==> src/rtl/rgb_fade_pwm.sv <==
// Fades the current colour and brightness linearly toward an accepted target,
// then drives three brightness-scaled PWM outputs with glitch-free duty updates.
module rgb_fade_pwm #(
    parameter int unsigned STEP_DIV = 1024
) (
    input  logic        clock,
    input  logic        reset_n,
    input  logic        tgt_valid,
    output logic        tgt_ready,
    input  logic [23:0] tgt_rgb,
    input  logic [7:0]  tgt_bright,
    input  logic        tgt_instant,
    output logic [23:0] cur_rgb,
    output logic [7:0]  cur_bright,
    output logic        busy,
    output logic        fade_done,
    output logic        pwm_r,
    output logic        pwm_g,
    output logic        pwm_b
);

    localparam logic [15:0] STEP_LAST = 16'(STEP_DIV - 1);
    localparam logic [7:0]  PWM_LAST  = 8'd254;

    typedef enum logic {IDLE, FADE} state_t;

    state_t state_q, state_d;

    // Byte lanes: [3]=R, [2]=G, [1]=B, [0]=brightness
    logic [3:0][7:0] cur_q, cur_d;
    logic [3:0][7:0] tgt_q, tgt_d;
    logic [3:0][7:0] req;
    logic [3:0][7:0] stepped;
    logic [15:0]     step_cnt_q, step_cnt_d;
    logic            fade_done_q, fade_done_d;
    logic [7:0]      pwm_cnt_q, pwm_cnt_d;
    logic [2:0][7:0] duty;
    logic [2:0][7:0] duty_act_q, duty_act_d;
    logic [2:0]      pwm_q, pwm_d;
    logic [15:0]     prod;
    logic            accept;
    logic            direct;
    logic            tick;
    logic            arrive;

    assign req    = {tgt_rgb, tgt_bright};
    assign accept = tgt_valid && tgt_ready;
    assign direct = tgt_instant || (req == cur_q);
    assign tick   = (step_cnt_q == STEP_LAST);
    assign arrive = tick && (stepped == tgt_q);

    always_comb begin
        stepped = cur_q;
        for (int i = 0; i < 4; i++) begin
            if (cur_q[i] < tgt_q[i]) begin
                stepped[i] = cur_q[i] + 8'd1;
            end else if (cur_q[i] > tgt_q[i]) begin
                stepped[i] = cur_q[i] - 8'd1;
            end
        end
    end

    always_ff @(posedge clock or negedge reset_n) begin
        if (!reset_n) begin
            state_q <= IDLE;
        end else begin
            state_q <= state_d;
        end
    end

    always_comb begin
        state_d = state_q;
        case (state_q)
            IDLE: if (accept && !direct) state_d = FADE;
            FADE: if (arrive) state_d = IDLE;
            default: state_d = IDLE;
        endcase
    end

    always_comb begin
        tgt_ready = (state_q == IDLE);
        busy      = (state_q == FADE);
    end

    always_comb begin
        cur_d       = cur_q;
        tgt_d       = tgt_q;
        step_cnt_d  = step_cnt_q;
        fade_done_d = 1'b0;
        case (state_q)
            IDLE: begin
                if (accept) begin
                    if (direct) begin
                        cur_d       = req;
                        fade_done_d = 1'b1;
                    end else begin
                        tgt_d      = req;
                        step_cnt_d = 16'd0;
                    end
                end
            end
            FADE: begin
                step_cnt_d = tick ? 16'd0 : step_cnt_q + 16'd1;
                if (tick) begin
                    cur_d       = stepped;
                    fade_done_d = arrive;
                end
            end
            default: ;
        endcase
    end

    // Zero brightness must mean fully dark, so the scaled duty is forced to zero.
    always_comb begin
        duty = '0;
        prod = '0;
        for (int i = 0; i < 3; i++) begin
            prod = {8'd0, cur_q[i+1]} * ({8'd0, cur_q[0]} + 16'd1);
            duty[i] = (cur_q[0] == 8'd0) ? 8'd0 : 8'(prod >> 8);
        end
    end

    always_comb begin
        pwm_cnt_d  = (pwm_cnt_q == PWM_LAST) ? 8'd0 : pwm_cnt_q + 8'd1;
        duty_act_d = (pwm_cnt_q == PWM_LAST) ? duty : duty_act_q;
        for (int i = 0; i < 3; i++) begin
            pwm_d[i] = (pwm_cnt_q < duty_act_q[i]);
        end
    end

    always_ff @(posedge clock or negedge reset_n) begin
        if (!reset_n) begin
            cur_q       <= '0;
            tgt_q       <= '0;
            step_cnt_q  <= '0;
            fade_done_q <= 1'b0;
            pwm_cnt_q   <= '0;
            duty_act_q  <= '0;
            pwm_q       <= '0;
        end else begin
            cur_q       <= cur_d;
            tgt_q       <= tgt_d;
            step_cnt_q  <= step_cnt_d;
            fade_done_q <= fade_done_d;
            pwm_cnt_q   <= pwm_cnt_d;
            duty_act_q  <= duty_act_d;
            pwm_q       <= pwm_d;
        end
    end

    assign cur_rgb    = cur_q[3:1];
    assign cur_bright = cur_q[0];
    assign fade_done  = fade_done_q;
    assign pwm_r      = pwm_q[2];
    assign pwm_g      = pwm_q[1];
    assign pwm_b      = pwm_q[0];

endmodule

==> config.mk <==
export PLATFORM = sky130hd
export DESIGN_NAME = rgb_fade_pwm
export DESIGN_NICKNAME = d
export VERILOG_FILES = /design/src/rtl/rgb_fade_pwm.sv
export SDC_FILE = /design/constraint.sdc
export NUM_CORES = 1
export LEC_CHECK = 0
export BUFFER_PORTS_ARGS = -buffer_cell sky130_fd_sc_hd__buf_2
export CORE_UTILIZATION = 30
export DETAILED_ROUTE_END_ITERATION = 10
export HOLD_SLACK_MARGIN = 0.12
export SLEW_MARGIN = 10
export SYNTH_ARGS = -nofsm -noshare
export SYNTH_HDL_FRONTEND = slang
export SYNTH_SLANG_ARGS = --single-unit
==> constraint.sdc <==
create_clock -name clock -period 13.6 [get_ports clock]
set_input_delay 1.36 -clock clock [delete_from_list [all_inputs] [get_ports clock]]
set_output_delay 1.36 -clock clock [all_outputs]
set_load 0.1 [all_outputs]
==> flow_summary_export.csv <==
group,metric,value,unit
synth,yosys.area.top_type,"dfrtp_1",
routing,post_drt_via_cell_ratio,5.04,
synth,synth-seq-cells,117,
sta,fin_worst_skew,10.1,ps
place,dp_hpwl,32.0,mm
global_routing,grt_first_pass_wirelength,68.2,mm
worst_setup_path,worst-endpoint-arrival,7050,ps
floorplanning,io_pins,74,
worst_setup_path,crit_path_frequent_cell,"fa_1",
synth,ys_seq_area_share,19.8,%
final_layout,area_delta_synth_final,10.1,%
worst_setup_path,worstPathRequired,13890,ps
final_layout,fin_util,33.8,%
sta,fmax,148,MHz
clock_tree,htreeDepth,4,
pwr,ir_worst_vdd,106,uV
global_routing,grt_pass1_vias,12145,
clock_tree,post_cts_buffers,0,
synth,synth_cells,1707,
synth,ys.flop_type,"dfrtp_1",
synth,synth_area,14800,um^2
clock_tree,cts_buffers,17,
routing,wl,42.3,mm
synth,synth_top_cell_area_share,19.8,%
synth,yosysUniqueCellTypes,80,
place,gp_congestion,0.893,
clock_tree,clk_path_buf_depth,2,
floorplanning,rows,80,
clock_tree,clock-sinks,117,
pwr,p_total,1.63,mW
hold_path,hp-class,"register to register",
clock_tree,cts_tree,"yes",
global_routing,track_usage,17.4,%
sta,maxSlewHeadroom,23.1,%
routing,drc,0,
clock_tree,cts-root-buf,"clkbuf_16",
pwr,powerDensity,100,nW/um^2
clock_tree,holdBufCountCts,0,
place,placed_cell_area,15600,um^2
worst_setup_path,worstPathCellList,"and3_1 -> nand3_1 -> xnor2_1 -> buf_4 -> and2_1 -> fa_1 -> fa_1 -> fa_1 -> inv_1 -> fa_1 -> inv_1 -> ha_1 -> o21ai_0 -> inv_1 -> a2111oi_0 -> o21ai_0 -> a31oi_1 -> xnor2_1 -> o22ai_1",
floorplanning,core,48100,um^2
floorplanning,dieArea,50100,um^2
worst_setup_path,cp_slowest_cell,"a2111oi_0",
global_routing,antenna_found_initial,2,
sta,finalSetupTns,0,ps
place,io_buffers,73,
synth,synth_edf_count,0,
routing,avgRoutedWirePerCell,17.7,um
synth,synthTopCellsByArea,"dfrtp_1 20%, fa_1 16%, ha_1 14%",
worst_setup_path,max_stage_delay,880,ps
synth,syn-num-nets,2025,
hold_path,hold_path.startpoint,"duty_act_q[16]$_DFFE_PN0N_",
synth,ys_top_cells_by_count,"199 x inv_1, 162 x ha_1, 131 x nand2_1",
run,cap_violations,0,
sta,setup_violations,0,
sta,tightest_slew,1140,ps
sta,rsz0062_at_grt,"no",
worst_setup_path,worstPathMaxFanout,18,
sta,hold_ws,509,ps
routing,ant_nets,0,
clock_tree,clk_latency,450,ps
final_layout,layout.cells.non_filler,2390,
worst_setup_path,crit_type,"register to register",
final_layout,diodes,0,
sta,fin_crit,6760,ps
global_routing,grt_max_degree,67,
outcome,status,"finished clean",
final_layout,drive_gt1_share,9.23,%
worst_setup_path,crit_start,"cur_bright[2]$_DFFE_PN0P_",
final_layout,final_area,16300,um^2
worst_setup_path,r2r-start,"cur_bright[2]$_DFFE_PN0P_",
synth,ys_warn_count,0,
sta,fin_crit_sh,49.7,%
synth,synthArstFlopShare,100,%
synth,yosys.cell_count.top_type,"inv_1",
place,place_inst,2358,
floorplanning,die_y,224,um
worst_setup_path,crit_path_end_kind,"register",
pwr,leakage,7.79,nW
routing,vias,12044,
place,post-place-ws,6880,ps
sta,setup_ws,6840,ps
final_layout,nNetsFinal,2039,
sta,finalHoldViolCount,0,
global_routing,overflow,0,
routing,first_iter_violations,1062,
worst_setup_path,start_kind,"register",
clock_tree,clk_pin_slew,60,ps
final_layout,n_fill_cell,4991,
floorplanning,initial_core_util,30.7,%
routing,firstDrtPassIters,5,
clock_tree,cts_resized,0,
sta,drv_slew,0,
floorplanning,die_w,224,um
synth,avgSynthCellArea,8.65,um^2
state kept, by name (all words and copies together) (netlist names):
register,cells
tgt_q,32
cur_rgb,24
duty_act_q,24
step_cnt_q,16
cur_bright,8
pwm_cnt_q,8
pwm_q,3
busy,1
fade_done,1
final timing paths:
path,end,slack [ps],depth (start not counted)
setup / recovery,duty_act_q[15]$_DFFE_PN0N_,6840,19
max in group asynchronous,busy$_DFF_PN0_,11140,2
hold / removal,duty_act_q[16]$_DFFE_PN0N_,510,1
setup reg to reg,duty_act_q[15]$_DFFE_PN0N_,6840,19
min in group asynchronous,pwm_q[2]$_DFF_PN0_,980,1
hold reg to reg,duty_act_q[16]$_DFFE_PN0N_,510,1
critical path: cells and delay by family (launching register included):
family	cells	cell delay, ps
flip-flops	1	680
buffers and inverters	4	440
XOR/XNOR	2	830
AND/OR/NAND/NOR	3	770
adder cells (fa/ha/maj)	5	2290
AO/OA/AOI/OAI	5	1570
logic make-up (layout without fill, tap and decap cells):
group | count (synthesis) | after routing | synth area share, %
AND/OR/NAND/NOR | 547 | 547 | 19.5
AO/OA/AOI/OAI | 304 | 304 | 12.8
buffers and inverters | 299 | 326 | 8.24
adder cells (fa/ha/maj) | 282 | 282 | 30.0
XOR/XNOR | 128 | 128 | 7.59
flip-flops | 117 | 117 | 19.8
multiplexers | 30 | 30 | 2.09
cells in the final DEF (no fill, tap or decap), types with 5 or more instances in the layout:
cell       instances
buf_2             72
o31ai_1            7
and3_1            15
nor2b_1           27
a2111oi_0          5
fa_1             120
or4_1              8
o211ai_1          13
o21ai_0           96
clkbuf_16         17
a31oi_1           12
nor3_1            19
o22ai_1           43
inv_1            199
clkinv_2           5
or3_1              9
xnor2_1           99
a21o_1             9
and2_1           129
xor2_1            29
mux2_2             6
nor4_1             9
nand3_1           41
mux2i_1           23
buf_4             22
dfrtp_1          116
nand2_1          131
a21oi_1           70
ha_1             162
nand2b_1          14
nand4_1           23
nor2_1            91
per-layer routing:
layer / track usage, % / vias up / wire [um]
li1: - / 5733 / -
met1: 23.6 / 5926 / 19400
met2: 28.2 / 322 / 19900
met3: 2.95 / 59 / 2120
met4: 5.50 / 4 / 885
met5: 0 / - / 30
power breakdown:
| part | internal (mW) | switching (mW) |
|---|---|---|
| clock network | 0.298 | 0.184 |
| logic | 0.237 | 0.450 |
| registers | 0.391 | 0.0697 |
area by class of cell:
cell class | count | area, um^2 | share of cell area [%]
Clock inverter | 12 | 150 | 0.924
Clock buffer | 20 | 457 | 2.81
Inverter | 200 | 751 | 4.62
Multi-Input combinational cell | 1291 | 10600 | 65.4
Tap cell | 656 | 821 | 5.05
Timing Repair Buffer | 94 | 526 | 3.23
Sequential cell | 117 | 2930 | 18.0
No activity file was read; power rests on OpenSTA's default activity.
